==> config.mk <==
export PLATFORM = sky130hd
export DESIGN_NAME = csr_regfile_fifo
export DESIGN_NICKNAME = d
export VERILOG_FILES = /design/src/rtl/csr_regfile_fifo.sv
export SDC_FILE = /design/constraint.sdc
export NUM_CORES = 1
export LEC_CHECK = 0
export ABC_AREA = 1
export CAP_MARGIN = 20
export CORE_AREA = 2 2 650 652
export CTS_BUF_LIST = sky130_fd_sc_hd__clkbuf_4
export CTS_CLUSTER_SIZE = 25
export DETAILED_ROUTE_END_ITERATION = 6
export DIE_AREA = 0 0 652 654
export PLACE_DENSITY = 0.3
export SLEW_MARGIN = 10
export SYNTH_ARGS = -nofsm -noshare
export SYNTH_HDL_FRONTEND = slang
export SYNTH_SLANG_ARGS = --single-unit
==> constraint.sdc <==
create_clock -name clk_i -period 3.3 [get_ports clk_i]
set_input_delay 0.66 -clock clk_i [delete_from_list [all_inputs] [get_ports clk_i]]
set_output_delay 0.66 -clock clk_i [all_outputs]
set_load 0.02 [all_outputs]
==> src/rtl/csr_regfile_fifo.sv <==
// Parametrised CSR register file with per-register access attributes
// and a buffered in-order response queue.
module csr_regfile_fifo #(
    parameter int unsigned RegDataWidth = 32,
    parameter int unsigned RegAddrWidth = 32,
    parameter int unsigned NumRegs      = 16,
    parameter int unsigned RspFifoDepth = 4,
    parameter logic [NumRegs-1:0] RoRegMask    = '0,
    parameter logic [NumRegs-1:0] PulseRegMask = '0,
    parameter logic [NumRegs-1:0] LockRegMask  = '0,
    parameter int unsigned StrbWidth    = RegDataWidth / 8
) (
    input  logic                                  clk_i,
    input  logic                                  rst_ni,
    input  logic [RegDataWidth-1:0]               req_data_i,
    input  logic [StrbWidth-1:0]                  req_strb_i,
    input  logic [RegAddrWidth-1:0]               req_addr_i,
    input  logic                                  req_write_i,
    input  logic                                  req_valid_i,
    output logic                                  req_ready_o,
    output logic [RegDataWidth-1:0]               rsp_data_o,
    output logic                                  rsp_err_o,
    output logic                                  rsp_valid_o,
    input  logic                                  rsp_ready_i,
    input  logic                                  busy_i,
    input  logic [NumRegs-1:0][RegDataWidth-1:0]  ro_data_i,
    output logic [NumRegs-1:0][RegDataWidth-1:0]  reg_q_o,
    output logic [NumRegs-1:0]                    wr_en_o,
    output logic [NumRegs-1:0][RegDataWidth-1:0]  pulse_o
);

    localparam int unsigned IdxW = (NumRegs > 1) ? $clog2(NumRegs) : 1;
    localparam int unsigned PtrW = $clog2(RspFifoDepth);

    typedef struct packed {
        logic [RegDataWidth-1:0] data;
        logic                    err;
    } rsp_t;

    logic [NumRegs-1:0][RegDataWidth-1:0] regs_q, regs_d;
    logic [NumRegs-1:0][RegDataWidth-1:0] pulse_q, pulse_d;
    logic [NumRegs-1:0]                   wr_en_q, wr_en_d;

    rsp_t            mem_q [RspFifoDepth];
    logic [PtrW:0]   wptr_q, rptr_q;
    logic            fifo_full, fifo_empty;
    logic            push, pop;

    logic                    in_range;
    logic [IdxW-1:0]         idx;
    logic                    is_ro, is_pulse, is_lock;
    logic                    req_err;
    logic                    wr_ok;
    logic [RegDataWidth-1:0] rd_data;
    logic [RegDataWidth-1:0] strb_mask;

    assign fifo_empty  = (wptr_q == rptr_q);
    assign fifo_full   = (wptr_q[PtrW] != rptr_q[PtrW]) &&
                         (wptr_q[PtrW-1:0] == rptr_q[PtrW-1:0]);
    assign req_ready_o = !fifo_full;
    assign push        = req_valid_i & req_ready_o;
    assign rsp_valid_o = !fifo_empty;
    assign pop         = rsp_valid_o & rsp_ready_i;
    assign rsp_data_o  = fifo_empty ? '0 : mem_q[rptr_q[PtrW-1:0]].data;
    assign rsp_err_o   = fifo_empty ? 1'b0 : mem_q[rptr_q[PtrW-1:0]].err;

    assign in_range = (req_addr_i < RegAddrWidth'(NumRegs));
    assign idx      = req_addr_i[IdxW-1:0];

    // RO dominates Pulse, which dominates plain RW
    always_comb begin
        is_ro    = in_range & RoRegMask[idx];
        is_pulse = in_range & !is_ro & PulseRegMask[idx];
        is_lock  = in_range & !is_ro & LockRegMask[idx];
        req_err  = !in_range
                 | (req_write_i & is_ro)
                 | (req_write_i & is_lock & busy_i);
        wr_ok    = push & req_write_i & !req_err;
        rd_data  = '0;
        if (!req_write_i && !req_err) begin
            if (is_ro) begin
                rd_data = ro_data_i[idx];
            end else if (!is_pulse) begin
                rd_data = regs_q[idx];
            end
        end
    end

    always_comb begin
        strb_mask = '0;
        for (int b = 0; b < int'(StrbWidth); b++) begin
            strb_mask[b*8 +: 8] = {8{req_strb_i[b]}};
        end
    end

    always_comb begin
        regs_d  = regs_q;
        wr_en_d = '0;
        pulse_d = '0;
        if (wr_ok) begin
            wr_en_d[idx] = 1'b1;
            if (is_pulse) begin
                pulse_d[idx] = req_data_i & strb_mask;
            end else begin
                regs_d[idx] = (regs_q[idx] & ~strb_mask) |
                              (req_data_i & strb_mask);
            end
        end
    end

    always_ff @(posedge clk_i or negedge rst_ni) begin
        if (!rst_ni) begin
            regs_q  <= '0;
            wr_en_q <= '0;
            pulse_q <= '0;
            wptr_q  <= '0;
            rptr_q  <= '0;
        end else begin
            regs_q  <= regs_d;
            wr_en_q <= wr_en_d;
            pulse_q <= pulse_d;
            if (push) wptr_q <= wptr_q + 1'b1;
            if (pop)  rptr_q <= rptr_q + 1'b1;
        end
    end

    // Entry contents need no reset: the output is gated by fifo_empty
    always_ff @(posedge clk_i) begin
        if (push) begin
            mem_q[wptr_q[PtrW-1:0]] <= '{data: rd_data, err: req_err};
        end
    end

    assign reg_q_o = regs_q;
    assign wr_en_o = wr_en_q;
    assign pulse_o = pulse_q;

endmodule

# == Word-level counts from Yosys, hierarchy flattened ==
# Memory sizes are Yosys's and may differ from the RTL's.
# Cells that the tools add are included.
# totals
mem_bits_ro,16
ff_bits,1046
word_cells,93
out_inout_bits,1075
ramBits,132
mem_count,2
inputBits,586
# mem_list
name,depth,word_bits,read_ports,rd_ports_with_merged_regs,wr,line_no,rtl
mem_q,4,33,1,0,1,44,rsp_t mem_q [RspFifoDepth];
(name not given),16,1,1,0,0,74,is_lock = in_range & !is_ro & LockRegMask[idx];
# classes
muxes,20
order_cmp,3
n_reduce_logical,10
add_sub_neg,2
n_eq_ne,3
bitwise,18
# ops
op,count
$mux W512,2
$and A512 B512 Y512,1
$bwmux W512,1
$bmux W32 S4,2
$mux W32,7
$demux W32 S4,1
$and A32 B32 Y32,2
$lt A32 B5 Y1 const B,1
$not A32 Y32,1
$or A32 B32 Y32,1
$mux W16,1
$and A1 B1 Y1,10
$add A3 B1 Y3 const B,2
$logic_not A1 Y1,6
$lt A4 B5 Y1 const B,1
$mux W1,5
$demux W1 S4,1
$ge A4 B1 Y1 const B,1
$eq A3 B3 Y1,1
$logic_and A1 B1 Y1,3
$eq A2 B2 Y1,1
$or A1 B1 Y1,2
$reduce_and A2 Y1,1
$ne A1 B1 Y1,1
$not A1 Y1,1

# == Logic depth before layout (Yosys ltp) ==
# Gate-level depths: netlist of the first run.
# depth
depth_word,12
depth_mapped,15
depth_no_buf,11

# == Least setup slack after synthesis of the first run ==
# Ideal clock, no wire load.
# synth_timing
path_type,register -> register
from,register rptr_q[1]
to,"memory mem_q[3][0] (netlist name), enable pin"
setup_ns,0.426
synth_period_minus_slack_ns,2.800
setup_slack_ns,0.500
path_stages_with_launch,7
path_buffers,0
arrival_time_ns,2.374
cell_sequence,dfrtp_1 > inv_2 > nand2_1 > nand2_1 > nand3_2 > nand2_4 > nor2_1
# synth_via
elab_chain_len,6
# synth_rtl
element,line_no,rtl
start: declaration,45,"logic [PtrW:0] wptr_q, rptr_q;"
start signal: assignment,123,if (pop) rptr_q <= rptr_q + 1'b1;
$eq A2 B2 Y1,59,(wptr_q[PtrW-1:0] == rptr_q[PtrW-1:0]);
$logic_and A1 B1 Y1,58,assign fifo_full = (wptr_q[PtrW] != rptr_q[PtrW]) &&
$logic_not A1 Y1,60,assign req_ready_o = !fifo_full;
net req_ready_o,20,"output logic req_ready_o,"
$and A1 B1 Y1,61,assign push = req_valid_i & req_ready_o;
$mux W1,129,if (push) begin
$mux W1 (implied by the code),130,"mem_q[wptr_q[PtrW-1:0]] <= '{data: rd_data, err: req_err};"
end: declaration,44,
# The timed path passes the listed nets, and every way through them passes these cells.

# == Final worst setup path of the first run ==
# layout_timing
from,register rptr_q[0]
to,output rsp_data_o[30]
# layout_via
elab_chain_len,2
# layout_rtl
element,line_no,rtl
$mem_v2 Z4 W33 / $eq A3 B3 Y1 (equally long branches),n/a,
$mux W32 (*),64,assign rsp_data_o = fifo_empty ? '0 : mem_q[rptr_q[PtrW-1:0]].data;
end: declaration,21,"output logic [RegDataWidth-1:0] rsp_data_o,"
# Mark *: on every way between the ends. The rest lies on a longest branch, timed or not.

==> results of run 1 <==
==> cells in the mapped netlist, types with 5 or more instances <==
cell type,number,share of area (%)
nand2_1,2465,25
buf_4,567,12
dfrtp_1,534,36
nand3_1,512,6.9
nor2_1,193,2.0
edfxtp_1,132,11
buf_2,107,1.5
clkbuf_1,92,0.94
o21ai_0,67,0.91
inv_1,61,0.62
buf_1,43,0.44
o22ai_1,33,0.56
or2_2,32,0.54
buf_6,25,0.76
inv_2,17,0.17
nand2_4,12,0.37
nor2_4,10,0.31
ha_1,5,0.17
==> cells by family (layout without fill, tap and decap cells) <==
logic type	count (synthesis)	in the layout	synth area share (%)
buffers and inverters	914	1344	16.0
AND/OR/NAND/NOR	3230	3230	35.3
flip-flops	666	666	47.0
AO/OA/AOI/OAI	101	101	1.48
adder cells (fa/ha/maj)	5	5	0.170
other	1	528	0.0102
XOR/XNOR	5	5	0.119
==> cells in the final DEF (no fill, tap or decap), types with 18 or more instances in the layout <==
cell type        count
buf_12             138
buf_4              126
clkbuf_4           300
clkdlybuf4s50_1    552
clkinv_1            48
conb_1             512
dfrtp_1            530
dlygate4sd2_1       41
edfxtp_1           132
inv_1               26
inv_2               38
nand2_1           2434
nand2_2             21
nand2_4             22
nand3_1            512
nor2_1             173
nor2_4              24
o21ai_0             48
o22ai_2             18
or2_2               32
==> through the flow <==
stage | instance area, um2 | instances | TNS [ns] | total power [mW]
final | 53600 | 11400 | -5.12 | 26.4
after CTS | 53400 | 11400 | -14.43 | 27.1
after global routing | 53600 | 11400 | -13.73 | 28.0
after global placement | 49800 | 11000 | -2.51 | 15.9
after floorplan | 38800 | 5433 | 0 | 12.2
after detailed placement | 49800 | 11000 | -3.13 | 16.0
==> final cells by class <==
type,count,area (um2)
inverter,80,385
clock buffer,300,2250
antenna,16,40.0
fill,48200,366000
clock inverter,68,359
sequential,666,17300
tap,5520,6910
multi-input combinational,3853,16000
timing repair buffer,896,10400
==> worst min path at each step <==
stage | endpoint | cells past startpoint | slack (ns) | startpoint
finish | wptr_q[0] | 3 | 0.33 | req_valid_i
global route | wptr_q[0] | 3 | 0.21 | req_valid_i
CTS | wptr_q[0] | 3 | 0.12 | req_valid_i
detailed placement | wptr_q[2] | 1 | 0.48 | wptr_q[2]
global placement | wptr_q[2] | 1 | 0.48 | wptr_q[2]
floorplan | reg_q_o[0] | 0 | 0.36 | rst_ni
==> critical path, stage by stage, from the launching register on <==
cell and delay (ns):
dfrtp_2 0.46, xnor2_2 0.17, nand4_1 0.12, buf_6 0.15
buf_12 0.15, nand2_1 0.11, clkinvlp_4 0.26, buf_12 0.22
==> state kept, by name, indices dropped and copies added (netlist names) <==
name / flops
mem_q: 132
reg_q_o: 512
rptr_q: 3
wptr_q: 3
wr_en_o: 16
==> layer usage <==
| layer | wire, um | vias to the layer above | part of all wire [%] | global-route usage (%) |
|---|---|---|---|---|
| li1 | - | 16000 | - | - |
| met1 | 94100 | 17400 | 39 | 12.5 |
| met2 | 125000 | 1413 | 52 | 19.9 |
| met3 | 11300 | 334 | 4.7 | 1.64 |
| met4 | 11600 | 8 | 4.8 | 4.71 |
| met5 | 44 | - | 0.018 | 0 |
==> power by group <==
part           switching [mW]  internal (mW)  total, mW
Combinational            5.51           3.36       8.87
Clock                    4.37           4.39       8.76
Sequential             0.0959           8.72       8.81
==> timing repair <==
| action | in CTS | in global routing |
|---|---|---|
| hold buffers | 3 | 0 |
| gates resized for setup | 210 | 20 |
| setup buffers | 17 | 3 |
| cloned | 12 | 4 |
| pin swaps | 18 | 11 |
| endpoints found under the setup margin | 77 | 35 |
| hold endpoints to repair | 486 | 0 |
==> impl_table.tex, run 1 <==
\begin{tabular}{lr}
\hline
Metric & Value \\
\hline
\multicolumn{2}{l}{\textbf{Timing}} \\
PnR worst setup slack & -0.235 ns \\
\# setup viols final & 34 \\
Max frequency & 283 MHz \\
Hold Slack & 0.326 ns \\
Time the worst path needs with I/O delays and setup & approximately 3.5 ns \\
Normalized max-slew margin & 44.5\% \\
Transition time at the pin with the least slew margin & $\sim$0.84 ns \\
Setup repair after global routing missed its margin & yes \\
Clock skew after layout & 0.203 ns \\
Fin. max-slew vios & 0 \\
Final hold violation count & 0 \\
Fin crit share & 107\% \\
\multicolumn{2}{l}{\textbf{Synth}} \\
Synthesized area divided by synthesized cell count & 7.50 um2 \\
Share of synthesized registers carrying an async set or reset & 80.2\% \\
Synthesized flop and latch total & roughly 670 \\
Count of flip-flops with a built-in enable after synthesis & approximately 130 \\
Post-Synthesis Cells & 4922 \\
Netlist cell types & 27 \\
Mapped cell area & 36900 um2 \\
Primary FF master, synth & dfrtp\_1 \\
Register area share after synthesis & 47.0\% \\
Yosys warning total & 0 \\
\multicolumn{2}{l}{\textbf{Placed design}} \\
DP HPWL & 186000 um \\
Port-buffer cells & 635 \\
Final weighted congestion in routability-driven placement & 0.834 \\
Place WS & -0.213 ns \\
\multicolumn{2}{l}{\textbf{Floorplanning}} \\
Die Footprint & about 430000 um2 \\
DIE WIDTH & 652 um \\
Num rows & 238 \\
Number of placed I/O pins & between 1500 and 2000 \\
DIE HEIGHT & approximately 650 um \\
Core area & 419000 um2 \\
Initial cell density of the core & 8.80\% \\
\multicolumn{2}{l}{\textbf{GRT}} \\
Total congestion overflow after global routing & 0 \\
Via count of the first global-routing pass & 33400 \\
Maximum number of pins on one net before global-route repair & 84 \\
Overall track demand over capacity in global routing & 10.9\% \\
Global-route wire length before repair & between 300000 and 400000 um \\
Number of antenna violations at the first check in global routing & 19 \\
\multicolumn{2}{l}{\textbf{Status}} \\
Violations in the final reports & negative setup slack \\
Result of the run & complete, but fails checks \\
\multicolumn{2}{l}{\textbf{Power and ir drop}} \\
Leakage power of the design & 25.8 nW \\
Pwr Density & 493 nW/um2 \\
Max VDD drop & 405 uV \\
\multicolumn{2}{l}{\textbf{Clock tree}} \\
Deepest level of the CTS H-tree & 4 \\
Register clock-pin slew on the reported worst setup and hold paths & approximately 0.080 ns \\
Clk sinks & 666 \\
Buffer depth of the longest clock path & 4 \\
Number of buffers created by CTS & 209 \\
TritonCTS clock tree & built \\
CTS root buf & clkbuf\_4 \\
Clock Latency Late Sink & 1.26 ns \\
\multicolumn{2}{l}{\textbf{Setup path}} \\
Setup slack of the most critical reg-to-reg path & 0.69 ns \\
Kind of launch point of the worst setup path & flop \\
Worst path arrival time & 2.88 ns \\
Crit-path max FO & 6 \\
Class of the most critical setup path & flop to output pin \\
Worst reg2reg endpoint & reg\_q\_o[154] \\
Beginning of the worst register-to-register path & rptr\_q[1] \\
Termination of the worst setup path & rsp\_data\_o[30] \\
Critical path data required time & 2.64 ns \\
Source of the critical timing path & rptr\_q[0] \\
Worst Reg-to-Reg Cells & 12 \\
Capturing element type of the critical path & output pin \\
\multicolumn{2}{l}{\textbf{Route}} \\
Final Routed Wirelength & 242000 um \\
Number of remaining DRC errors & 0 \\
Vias per inst & 3.09 \\
Total number of vias & 35200 \\
Routed length per instance & 21.3 um \\
Violation count after the first detailed-routing iteration & 2787 \\
DR pass1 iterations & 5 \\
Remaining antenna violation count after routing & 0 \\
\multicolumn{2}{l}{\textbf{Flow run}} \\
Maximum Capacitance Violations & 0 \\
\multicolumn{2}{l}{\textbf{Hold path}} \\
Path type of the worst min-delay path & input port to flop \\
\multicolumn{2}{l}{\textbf{Final layout}} \\
Relative area change from synthesis to final layout & 45.3\% \\
Final-stage net count & 6297 \\
Final design utilization & between 10\% and 20\% \\
Share of cells above drive strength 1 & about 14\% \\
\hline
\end{tabular}
No activity file was read; power rests on OpenSTA's default activity.
==> inputs of run 2 (changes only) <==
--- a/config.mk
+++ b/config.mk
@@ -6,13 +6,13 @@
 export NUM_CORES = 1
 export LEC_CHECK = 0
 export ABC_AREA = 1
-export CAP_MARGIN = 20
 export CORE_AREA = 2 2 650 652
 export CTS_BUF_LIST = sky130_fd_sc_hd__clkbuf_4
 export CTS_CLUSTER_SIZE = 25
 export DETAILED_ROUTE_END_ITERATION = 6
 export DIE_AREA = 0 0 652 654
 export PLACE_DENSITY = 0.3
+export SETUP_SLACK_MARGIN = 0.3
 export SLEW_MARGIN = 10
 export SYNTH_ARGS = -nofsm -noshare
 export SYNTH_HDL_FRONTEND = slang
==> impl_table.tex, run 2 (synthesized netlist as in run 1, its figures left out) <==
\begin{tabular}{lr}
\hline
Metric & Value \\
\hline
\multicolumn{2}{l}{\textbf{Clock tree}} \\
Clk sinks & 666 \\
Number of buffers created by CTS & 209 \\
TritonCTS clock tree & built \\
Register clock-pin slew on the reported worst setup and hold paths & 0.08 ns \\
Deepest level of the CTS H-tree & 4 \\
Buffer depth of the longest clock path & 4 \\
CTS root buf & clkbuf\_4 \\
Clock Latency Late Sink & 1.25 ns \\
\multicolumn{2}{l}{\textbf{Timing}} \\
Final hold violation count & 0 \\
Fin. max-slew vios & 0 \\
\# setup viols final & 34 \\
Time the worst path needs with I/O delays and setup & 3.56 ns \\
Transition time at the pin with the least slew margin & 0.772 ns \\
Setup repair after global routing missed its margin & yes \\
PnR worst setup slack & -0.261 ns \\
Fin crit share & 108\% \\
Max frequency & about 280 MHz \\
Normalized max-slew margin & 48.4\% \\
Clock skew after layout & 0.198 ns \\
\multicolumn{2}{l}{\textbf{Route}} \\
Final Routed Wirelength & 242000 um \\
Routed length per instance & approximately 21 um \\
Number of remaining DRC errors & 0 \\
Violation count after the first detailed-routing iteration & 2820 \\
Vias per inst & 3.08 \\
Total number of vias & 35100 \\
DR pass1 iterations & 6 \\
Remaining antenna violation count after routing & 0 \\
\multicolumn{2}{l}{\textbf{Power and ir drop}} \\
Pwr Density & 495 nW/um2 \\
Part of the power in registers & about a third \\
Leakage power of the design & 29.6 nW \\
Pint & 16.5 mW \\
Overall power consumption & 26.6 mW \\
P\_sw & roughly 10 mW \\
Clock power share & 32.9\% \\
Max VDD drop & $\sim$400 uV \\
Portion of total power attributed to combinational logic & between 30 and 40\% \\
Switching Fraction & 37.8\% \\
\multicolumn{2}{l}{\textbf{Final layout}} \\
Final design utilization & around 13\% \\
Relative area change from synthesis to final layout & 45.7\% \\
Top library cells by usage in the layout, fill and taps aside & 2430 x nand2\_1, 529 x dfrtp\_1, 512 x nand3\_1, 512 x conb\_1, 300 x clkbuf\_4 \\
Final non-filler cell total & 11400 \\
Final-stage net count & between 6000 and 7000 \\
Share of cells above drive strength 1 & 14.5\% \\
Most common cell after layout, fill and taps aside & nand2\_1 \\
Max FFs per register & 512 \\
Fill cells & 48300 \\
\multicolumn{2}{l}{\textbf{Setup path}} \\
Critical path data required time & 2.64 ns \\
Critical-path cell list & xnor2\_2, nand4\_1, buf\_6, buf\_12, buf\_8, nand2\_4, clkinvlp\_4, buf\_12 \\
Cell at the slowest stage of the critical path & dfrtp\_2 \\
Largest stage delay on the critical path & 0.46 ns \\
Most used cell along the critical path & buf\_12 \\
Class of the most critical setup path & flop to output pin \\
Crit-path max FO & 6 \\
Capturing element type of the critical path & output pin \\
Worst path arrival time & 2.90 ns \\
Kind of launch point of the worst setup path & flop \\
\multicolumn{2}{l}{\textbf{Floorplanning}} \\
Initial cell density of the core & slightly below 9\% \\
Num rows & 238 \\
Die Footprint & around 430000 um2 \\
Core area & 419000 um2 \\
Number of placed I/O pins & 1661 \\
DIE HEIGHT & 654 um \\
DIE WIDTH & 652 um \\
\multicolumn{2}{l}{\textbf{Placed design}} \\
Final weighted congestion in routability-driven placement & roughly 0.83 \\
Number of placed cells counting well taps & between 10000 and 15000 \\
Port-buffer cells & 635 \\
DP HPWL & 186000 um \\
\multicolumn{2}{l}{\textbf{Status}} \\
Violations in the final reports & negative setup slack \\
Result of the run & complete, but fails checks \\
\multicolumn{2}{l}{\textbf{GRT}} \\
Maximum number of pins on one net before global-route repair & 84 \\
Via count of the first global-routing pass & 33300 \\
Total congestion overflow after global routing & 0 \\
Global-route wire length before repair & 317000 um \\
Overall track demand over capacity in global routing & 10.9\% \\
Number of antenna violations at the first check in global routing & 33 \\
\multicolumn{2}{l}{\textbf{Flow run}} \\
Maximum Capacitance Violations & 0 \\
\multicolumn{2}{l}{\textbf{Hold path}} \\
Path type of the worst min-delay path & input port to flop \\
\hline
\end{tabular}
[run 2: cell types whose count changed in the layout (fill, tap and decap cells not counted), moves of 5 or more]
cell	previous run	this run
clkdlybuf4s50_1	552	125
dlygate4sd2_1	41	288
dlymetal6s2s_1	0	136
clkdlybuf4s15_2	0	35
diode_2	16	10
clkdlybuf4s15_1	0	5
inv_4	8	13
[run 2: routing by layer]
| layer | vias up | global-route usage, % | wire length, um |
|---|---|---|---|
| li1 | 16000 | - | - |
| met1 | 17300 | 12.5 | 93500 |
| met2 | 1412 | 19.8 | 125000 |
| met3 | 332 | 1.62 | 11700 |
| met4 | 8 | 4.83 | 12100 |
| met5 | - | 0 | 44 |
[run 2: critical path: cells and delay by family (launching register included)]
| family | cells | cell delay [ns] |
|---|---|---|
| buffers and inverters | 5 | 0.86 |
| flip-flops | 1 | 0.46 |
| AND/OR/NAND/NOR | 2 | 0.18 |
| XOR/XNOR | 1 | 0.17 |
[run 2: path summary, 6_finish.rpt]
path | startpoint | to | slack [ns] | depth (start not counted)
min reg2reg | wptr_q[2] | wptr_q[2] | 0.50 | 1
max reg2reg | rptr_q[1] | reg_q_o[154] | 0.69 | 12
min | req_valid_i | wptr_q[0] | 0.32 | 3
max | rptr_q[0] | rsp_data_o[31] | -0.26 | 8
max in group asynchronous | rst_ni | reg_q_o[250] | 1.74 | 4
min in group asynchronous | rst_ni | reg_q_o[206] | 0.61 | 3
[run 2: what timing repair did]
item | CTS | global route
setup endpoints to repair | 539 | 171
cloned | 12 | 3
buffers inserted | 17 | 3
pin swaps | 18 | 11
hold buffers | 3 | 0
endpoints found under the hold margin | 486 | 0
resized for setup | 590 | 172
[run 2: area by class of cell]
cell class | instances | area (um2) | area share, %
multi-input combinational | 3853 | 16000 | 29.8
tap | 5520 | 6910 | 12.9
clock buffer | 300 | 2250 | 4.19
inverter | 80 | 400 | 0.745
antenna | 10 | 25.0 | 0.0466
timing repair buffer | 896 | 10400 | 19.4
clock inverter | 68 | 359 | 0.668
sequential | 666 | 17300 | 32.3
[run 2: power by group through the flow]
stage          Combinational (mW)  Sequential [mW]  Clock, mW
5_1_grt                      9.69             8.83       9.62
4_1_cts                      8.97             8.82       9.27
6_report                     9.04             8.81       8.76
2_1_floorplan                3.21             8.96          0
3_3_place_gp                 6.97             8.96          0
3_5_place_dp                 6.99             8.97          0
[run 2: per-stage QoR]
step	setup TNS (ns)	cell area, um2	worst slack [ns]	hold slack (ns)
after floorplan	0	38800	0.500	0.364
after global placement	-2.51	49800	-0.174	0.479
after detailed placement	-3.13	49800	-0.213	0.484
after CTS	-14.43	53100	-0.503	0.124
after global routing	-14.22	53700	-0.471	0.219
final	-5.98	53700	-0.261	0.319
==> inputs of run 3 (changes only) <==
--- a/config.mk
+++ b/config.mk
@@ -6,12 +6,12 @@
 export NUM_CORES = 1
 export LEC_CHECK = 0
 export ABC_AREA = 1
-export CORE_AREA = 2 2 650 652
+export CORE_AREA = 2 2 639 641
 export CTS_BUF_LIST = sky130_fd_sc_hd__clkbuf_4
+export CTS_CLUSTER_DIAMETER = 60
 export CTS_CLUSTER_SIZE = 25
 export DETAILED_ROUTE_END_ITERATION = 6
-export DIE_AREA = 0 0 652 654
-export PLACE_DENSITY = 0.3
+export DIE_AREA = 0 0 641 643
 export SETUP_SLACK_MARGIN = 0.3
 export SLEW_MARGIN = 10
 export SYNTH_ARGS = -nofsm -noshare
==> impl_table.tex, run 3 (synthesized netlist as in run 1, its figures left out) <==
\begin{tabular}{lr}
\hline
Metric & Value \\
\hline
\multicolumn{2}{l}{\textbf{Floorplanning}} \\
Num rows & 234 \\
Die Footprint & between 400000 and 500000 um2 \\
DIE HEIGHT & 643 um \\
Number of placed I/O pins & 1661 \\
DIE WIDTH & roughly 640 um \\
Initial cell density of the core & under 10\% \\
Core area & 405000 um2 \\
\multicolumn{2}{l}{\textbf{Final layout}} \\
Final-stage net count & 6174 \\
Max FFs per register & 512 \\
Final cell area excluding filler cells & 52500 um2 \\
Top library cells by usage in the layout, fill and taps aside & 2425 x nand2\_1, 519 x dfrtp\_1, 512 x nand3\_1, 512 x conb\_1, 283 x dlygate4sd2\_1 \\
Share of cells above drive strength 1 & 13.0\% \\
Most common cell after layout, fill and taps aside & nand2\_1 \\
Fill cells & 46500 \\
Relative area change from synthesis to final layout & 42.4\% \\
\multicolumn{2}{l}{\textbf{Route}} \\
Number of remaining DRC errors & 0 \\
Remaining antenna violation count after routing & 0 \\
Routed length per instance & 20.4 um \\
Violation count after the first detailed-routing iteration & between 3000 and 4000 \\
DR pass1 iterations & 6 \\
Total number of vias & between 30000 and 40000 \\
Final Routed Wirelength & 226000 um \\
Vias per inst & 3.14 \\
\multicolumn{2}{l}{\textbf{GRT}} \\
Overall track demand over capacity in global routing & a little over a tenth \\
Global-route wire length before repair & 295000 um \\
Via count of the first global-routing pass & $\sim$32000 \\
Maximum number of pins on one net before global-route repair & 108 \\
Number of antenna violations at the first check in global routing & 27 \\
Total congestion overflow after global routing & 0 \\
\multicolumn{2}{l}{\textbf{Timing}} \\
PnR worst setup slack & -0.182 ns \\
Fin. max-slew vios & 0 \\
Fin crit share & 106\% \\
Max frequency & 287 MHz \\
Normalized max-slew margin & 48.2\% \\
Setup repair after global routing missed its margin & yes \\
Clock skew after layout & approximately 0.12 ns \\
Final hold violation count & 0 \\
\# setup viols final & 35 \\
Transition time at the pin with the least slew margin & 0.778 ns \\
Time the worst path needs with I/O delays and setup & 3.48 ns \\
\multicolumn{2}{l}{\textbf{Clock tree}} \\
Number of buffers created by CTS & 60 \\
Buffer depth of the longest clock path & 3 \\
Deepest level of the CTS H-tree & 2 \\
CTS root buf & clkbuf\_4 \\
Clk sinks & $\sim$670 \\
Clock Latency Late Sink & about 1.2 ns \\
TritonCTS clock tree & built \\
Register clock-pin slew on the reported worst setup and hold paths & 0.17 ns \\
\multicolumn{2}{l}{\textbf{Setup path}} \\
Crit-path max FO & 6 \\
Critical path data required time & 2.64 ns \\
Worst path arrival time & 2.82 ns \\
Class of the most critical setup path & flop to output pin \\
Capturing element type of the critical path & output pin \\
Kind of launch point of the worst setup path & flop \\
\multicolumn{2}{l}{\textbf{Placed design}} \\
Final weighted congestion in routability-driven placement & $\sim$0.95 \\
Area post-placement & 49800 um2 \\
Place WS & 0.113 ns \\
Port-buffer cells & about 640 \\
DP HPWL & 176000 um \\
\multicolumn{2}{l}{\textbf{Status}} \\
Result of the run & complete, but fails checks \\
Violations in the final reports & negative setup slack \\
\multicolumn{2}{l}{\textbf{Power and ir drop}} \\
Max VDD drop & slightly below 400 uV \\
Leakage power of the design & 26.4 nW \\
Pwr Density & 467 nW/um2 \\
\multicolumn{2}{l}{\textbf{Hold path}} \\
Path type of the worst min-delay path & input port to flop \\
\multicolumn{2}{l}{\textbf{Flow run}} \\
Maximum Capacitance Violations & 0 \\
\hline
\end{tabular}
==> run 3: cell types whose count changed in the layout (fill, tap and decap cells not counted), moves of 12 or more <==
cell | before | now
clkdlybuf4s50_1 | 125 | 251
nor2_2 | 7 | 19
dlymetal6s2s_1 | 136 | 2
buf_4 | 125 | 149
clkbuf_4 | 300 | 61
nor2_1 | 174 | 158
o21ai_2 | 2 | 20
o21ai_0 | 52 | 30
diode_2 | 10 | 25
clkinv_1 | 48 | 1
==> run 3: per-stage QoR <==
stage	TNS, ns	hold slack [ns]	power, mW	utilization (%)	instances
2_1_floorplan	0	0.364	12.2	-	5433
3_3_place_gp	0	0.478	16.0	12.3	10900
3_5_place_dp	0	0.478	16.0	12.3	10900
4_1_cts	-11.14	0.204	23.6	12.8	11100
5_1_grt	-9.93	0.285	25.6	13.0	11100
6_report	-4.40	0.368	24.5	13.0	11100
==> run 3: cell type report <==
cell class                      instances  area [um2]  share of cell area [%]
Multi-Input combinational cell       3853       16300                    31.1
Clock buffer                           61         458                   0.872
Inverter                               80         404                   0.769
Clock inverter                         53         769                    1.46
Antenna cell                           25        62.6                   0.119
Sequential cell                       666       17400                    33.0
Tap cell                             5428        6790                    12.9
Timing Repair Buffer                  920       10300                    19.6
Timing Repair inverter                  2        41.3                  0.0786
==> run 3: what timing repair did <==
| action | 4_1_cts | 5_1_grt |
|---|---|---|
| gates cloned | 10 | 8 |
| hold endpoints to repair | 491 | 0 |
| pin swaps | 19 | 19 |
| endpoints found under the setup margin | 450 | 37 |
| hold buffers | 4 | 0 |
| setup buffers | 26 | 3 |
| gates resized for setup | 622 | 121 |
==> run 3: critical path: stages (launching register included) <==
cell	delay, ns
dfrtp_4	0.58
buf_12	0.16
nand2_4	0.07
nand2_4	0.05
nand4_1	0.12
buf_12	0.17
buf_12	0.14
buf_16	0.16
nand2_4	0.07
inv_4	0.06
buf_12	0.14
==> run 3: worst paths after layout <==
path / startpoint / to / slack (ns) / depth (start not counted)
setup reg to reg: rptr_q[1] / reg_q_o[10] / 0.46 / 18
min in group asynchronous: rst_ni / reg_q_o[231] / 0.62 / 3
hold / removal: req_valid_i / wptr_q[1] / 0.37 / 3
hold reg to reg: wptr_q[2] / wptr_q[2] / 0.50 / 1
max in group asynchronous: rst_ni / rptr_q[1] / 1.73 / 4
setup / recovery: rptr_q[1] / rsp_err_o / -0.18 / 10
==> run 3: power breakdown <==
part / total, mW / leakage, nW / internal, mW / switching, mW
clock: 5.54 / 0.636 / 1.54 / 4.00
combinational: 10.1 / 16.9 / 3.99 / 6.14
sequential: 8.86 / 8.78 / 8.73 / 0.134
==> run 3: routing by layer <==
metal	up-vias	track usage [%]	wire length, um
li1	15700	-	-
met1	16900	10.7	74200
met2	1844	17.3	107000
met3	392	3.50	22600
met4	12	8.58	22200
met5	-	0	77
